File: config.mk
export PLATFORM = sky130hd
export DESIGN_NAME = sr_reg
export DESIGN_NICKNAME = d
export VERILOG_FILES = /design/src/rtl/sr_pkg.sv /design/src/rtl/sr_reg.sv
export SDC_FILE = /design/constraint.sdc
export NUM_CORES = 1
export LEC_CHECK = 0
export CAP_MARGIN = 20
export CORE_MARGIN = 2
export CORE_UTILIZATION = 37
export DETAILED_ROUTE_END_ITERATION = 12
export MAX_ROUTING_LAYER = met4
export PLACE_DENSITY = 0.8
export SLEW_MARGIN = 0
export SYNTH_ARGS = -nofsm -noshare
export SYNTH_HDL_FRONTEND = slang
export SYNTH_SLANG_ARGS = --single-unit
File: constraint.sdc
create_clock -name clk -period 3.7 [get_ports clk]
set_input_delay 0.74 -clock clk [delete_from_list [all_inputs] [get_ports clk]]
set_output_delay 0.74 -clock clk [all_outputs]
set_load 0.01 [all_outputs]
File: src/rtl/sr_pkg.sv
// Shared definitions for the status register block: SR bit positions, write masks
// and the interrupt-save FSM state encoding.
package sr_pkg;

    localparam int SR_C      = 0;
    localparam int SR_Z      = 1;
    localparam int SR_N      = 2;
    localparam int SR_GIE    = 3;
    localparam int SR_CPUOFF = 4;
    localparam int SR_OSCOFF = 5;
    localparam int SR_SCG0   = 6;
    localparam int SR_SCG1   = 7;
    localparam int SR_V      = 8;

    // Bits 15:9 are unimplemented; every SR write passes through this mask.
    localparam logic [15:0] SR_WMASK    = 16'h01FF;
    // SCG0 survives interrupt entry; every other SR bit is cleared.
    localparam logic [15:0] SR_IRQ_KEEP = 16'h0040;

    typedef enum logic [1:0] {
        ST_IDLE = 2'd0,
        ST_PUSH = 2'd1,
        ST_DONE = 2'd2
    } sr_state_t;

endpackage

File: src/rtl/sr_reg.sv
// Status register with interrupt-entry save (snapshot, push, clear) and RETI restore.
// All outputs come straight from flops; nothing combinational from inputs.
module sr_reg
    import sr_pkg::*;
(
    input  logic        clk,
    input  logic        rst_n,
    input  logic [15:0] reg_SR_in,
    input  logic        sr_we,
    input  logic        irq_accept,
    output logic        save_valid,
    input  logic        save_ready,
    output logic [15:0] save_data,
    input  logic        reti_valid,
    input  logic [15:0] reti_data,
    output logic        reti_ready,
    output logic [15:0] reg_SR_out,
    output logic        gie,
    output logic        cpuoff,
    output logic        oscoff,
    output logic        scg0,
    output logic        scg1,
    output logic        irq_done,
    output sr_state_t   state_dbg
);

    // Handshakes: a transfer happens on a rising edge where valid and ready are both 1.
    // save_valid stays high and save_data stays stable until that edge; reti_ready is
    // high only in IDLE, and a reti_valid seen while it is low is not consumed.

    sr_state_t   state;
    logic [15:0] sr;
    logic [15:0] snap;

    always_ff @(posedge clk or negedge rst_n) begin
        if (!rst_n) begin
            state      <= ST_IDLE;
            sr         <= 16'h0000;
            snap       <= 16'h0000;
            save_valid <= 1'b0;
            irq_done   <= 1'b0;
            reti_ready <= 1'b0;
        end else begin
            case (state)
                ST_IDLE: begin
                    irq_done   <= 1'b0;
                    reti_ready <= 1'b1;
                    // Lower-priority requests in the same cycle are dropped, not held.
                    if (irq_accept) begin
                        snap       <= sr;
                        save_valid <= 1'b1;
                        reti_ready <= 1'b0;
                        state      <= ST_PUSH;
                    end else if (reti_valid && reti_ready) begin
                        sr <= reti_data & SR_WMASK;
                    end else if (sr_we) begin
                        sr <= reg_SR_in & SR_WMASK;
                    end
                end
                ST_PUSH: begin
                    if (save_ready) begin
                        sr         <= sr & SR_IRQ_KEEP;
                        save_valid <= 1'b0;
                        irq_done   <= 1'b1;
                        state      <= ST_DONE;
                    end
                end
                ST_DONE: begin
                    irq_done   <= 1'b0;
                    reti_ready <= 1'b1;
                    state      <= ST_IDLE;
                end
                default: begin
                    save_valid <= 1'b0;
                    irq_done   <= 1'b0;
                    reti_ready <= 1'b0;
                    state      <= ST_IDLE;
                end
            endcase
        end
    end

    assign save_data  = snap;
    assign reg_SR_out = sr;
    assign gie        = sr[SR_GIE];
    assign cpuoff     = sr[SR_CPUOFF];
    assign oscoff     = sr[SR_OSCOFF];
    assign scg0       = sr[SR_SCG0];
    assign scg1       = sr[SR_SCG1];
    assign state_dbg  = state;

endmodule

==> summary.md <==
| Metric | Value |
|---|---|
| Synth cell types | 24 |
| Post-synthesis adder-cell area fraction | 0% |
| Worst setup SP type | input pin |
| Async SR Flop Fraction | 100% |
| Fin crit period | about 2.2 ns |
| IO Count | 80 |
| Kind of cell adding the most delay to the critical path | simple AND/OR/NAND/NOR gates |
| Slack of the critical path | ~1.5 ns |
| Post-synthesis mux area share | between 20% and 30% |
| Worst-Margin Slew | around 0.87 ns |
| Die Wd | ~60 um |
| Synth Area in XOR/XNOR | 0% |
| Synth top area share | 49.5% |
| Drt first-iter violations | 20 |
| Hold Path Depth | 1 |
| Power per cell area | between 600 and 700 nW/um^2 |
| Largest net degree at the start of global routing | 24 |
| Main combinational cell family by area after synthesis | multiplexers |
| Detailed Route WL | about 2300 um |
| Final Setup Violations | 0 |
| Tcrit/Tclk final | between 50% and 60% |
| Area Overhead vs Synth | 42.8% |
| Gp weighted congestion | between 0.7 and 0.8 |
| Leading cell type by number of instances after synthesis | dfrtp_1 |
| Clock share of power | 10.0% |
| Die H | approximately 60 um |
| Fin Setup TNS | 0 ns |
| Core footprint | around 3000 sq um |
| Antenna Violating Nets Remaining | 0 |
| Post-Syn Instances | slightly below 100 |
| Hold slack | between 0.5 and 0.6 ns |
| TritonCTS clock tree | built |
| Port Buf Inserts | between 50 and 60 |
| Buf/Inv on CP | 1 |
| CTS clk-pin slew, worst paths | roughly 0.12 ns |
| Clock buffer count from CTS | 3 |
| Ratio of cells with drive above 1 in the final layout | between 8 and 9% |
| Hold Fails Final Rpt | 0 |
| Comb power frac | 50.5% |
| Starting Density | about two fifths |
| Sequential fraction of the synthesis area | ~50% |
| EDFF count, synth | 0 |
| Post-synth top area cell | dfrtp_1 |
| Complex-gate fraction of the synthesized area | roughly 4.0% |
| Slew HR | 41.7% |
| Net switching power | roughly 380 uW |
| Dpl ws | between 1 and 1.5 ns |
| Required @ worst endpoint | 3.90 ns |
| Overflow after GRT | 0 |
| Lkg Pwr | between 0.0007 and 0.0008 uW |
| Worst-path cell chain | clkdlybuf4s50_1 -> nor3b_2 -> mux2_2 |
| Setup clock skew after layout | roughly 0.0053 ns |
| Max frequency | around 460 MHz |
| Seq pwr share | between 30% and 40% |
| GRT Total Usage | about 14% |
| RSZ-0062 raised after global routing | no |
| DR WL/cell | about 12 um |
| Internal power | 740 uW |
| First-pass GRT wire length | 3480 um |
| Pins Over Slew Limit | 0 |
| Outcome | finished, final reports clean |
| Slowest library cell on the worst path | nor3b_2 |
| HP Class | register to register |
| Post-CTS setup buffers | 0 |
| Via density | 4.40 |
| Router iterations before antenna repair | 4 |
| Worst VDD drop | approximately 300 uV |
| CP arrival | ~2.4 ns |
| Reg2Reg Depth | 2 |
| Crit-path max cell delay | between 0.7 and 0.8 ns |
| CP Max Fanout | 11 |
| Die area | 3610 sq um |
| Synth top cells by count | 23 x dfrtp_1, 19 x buf_4, 16 x mux2i_1 |
| CTS hold repair buffers | 0 |
| Top post-synthesis cells by area | dfrtp_1 50%, mux2i_1 14%, buf_4 12%, mux2_2 4.8%, mux2_1 3.9% |
| Synth Area in Simple Gates | 9.69% |
| WP depth | 3 |
| DRC Markers | 0 |
| CP Class | input pin to register |
| # clock sinks | 23 |
| Synthesized flop and latch total | 23 |
| Yosys Warn Count | 0 |
| Maximum level of the CTS H-tree | 1 |
| Setup crit end kind | register |
| Synth Cell Area | 1160 sq um |
| Ys flop type | dfrtp_1 |
| Sw Share | 33.8% |
| Vias in the first global route | around 760 |
| NumNets Final | roughly 180 |
| Max Buffers Root-to-Sink | 2 |
| Maximum capacitance violations | 0 |
| FP Rows | 20 |
| Initial antenna violation count | 0 |
| Worst-skew pair later-pin latency | about 0.3 ns |
| Root Buffer Master | clkbuf_4 |
| Mean post-synth cell area | around 12 sq um |
| Vias | roughly 830 |
| Post-cts gate resize count | 0 |
| Ant. Diodes | 0 |
## metal layers
| layer | global-route usage, % | routed length (um) | vias up |
|---|---|---|---|
| li1 | - | - | 394 |
| met2 | 25.5 | 1290 | 39 |
| met1 | 14.7 | 906 | 396 |
| met4 | 5.71 | 27 | 0 |
| met3 | 1.52 | 122 | 2 |
| met5 | - | 0 | - |
## kinds of logic after synthesis
group / after synthesis
buffers and inverters: 22
AND/OR/NAND/NOR: 18
other: 1
AO/OA/AOI/OAI: 8
multiplexers: 25
flip-flops: 23
## power by group through the flow
| stage | Combinational, uW | Clock [uW] | Sequential, uW |
|---|---|---|---|
| final | 566 | 111 | 442 |
| after global routing | 610 | 127 | 460 |
| after floorplan | 255 | 0 | 483 |
| after CTS | 575 | 118 | 445 |
| after global placement | 559 | 0 | 440 |
| after detailed placement | 574 | 0 | 451 |
## cells in the final DEF, fill, tap and decap left out
cell,Yosys,layout
nand3b_1,1,1
mux2_2,5,5
nor2_1,2,2
nor2_8,1,1
nor3b_2,1,1
o21ai_0,2,2
conb_1,1,14
a211oi_1,1,1
clkbuf_4,0,3
inv_1,1,1
or3_4,1,1
a21oi_1,2,2
nand2b_1,1,1
nor3b_1,1,1
nand2_1,9,9
o21a_1,1,1
clkdlybuf4s50_1,0,51
mux2i_1,16,16
o21ai_1,1,1
dfrtp_1,23,23
clkinv_2,0,1
mux2_1,4,4
a31oi_1,1,1
buf_8,0,1
and3_1,1,1
## worst paths after layout
| kind | start | to | slack, ns |
|---|---|---|---|
| max | irq_accept | save_data[2]$_DFFE_PN0P_ | 1.52 |
| min | save_data[0]$_DFFE_PN0P_ | save_data[0]$_DFFE_PN0P_ | 0.51 |
| max reg2reg | state_dbg[0]$_DFFE_PN0P_ | save_data[2]$_DFFE_PN0P_ | 1.93 |
| min reg2reg | save_data[0]$_DFFE_PN0P_ | save_data[0]$_DFFE_PN0P_ | 0.51 |
| max in group asynchronous | rst_n | reg_SR_out[6]$_DFFE_PN0P_ | 2.54 |
| min in group asynchronous | rst_n | irq_done$_DFFE_PN0N_ | 0.73 |
## area by class of cell
| class | instances | area (sq um) |
|---|---|---|
| Multi-Input combinational cell | 65 | 473 |
| Clock buffer | 3 | 22.5 |
| Fill cell | 282 | 1370 |
| Sequential cell | 23 | 576 |
| Tap cell | 44 | 55.1 |
| Timing Repair Buffer | 52 | 526 |
| Clock inverter | 1 | 5.00 |
| Inverter | 1 | 3.75 |
## registers in the layout (all words and copies together) (netlist names)
name and flops:
save_data 9, reg_SR_out 9, irq_done 1, save_valid 1, state_dbg 2, reti_ready 1
## metrics by stage
stage                     instances  cell area, sq um  utilization, %  total power [uW]
after floorplan                 110              1210               -               737
after global placement          184              1620            53.4               999
after detailed placement        184              1620            53.4              1030
after CTS                       188              1650            54.3              1140
after global routing            189              1660            54.8              1200
final                           189              1660            54.8              1120
No activity file was read; power rests on OpenSTA's default activity.
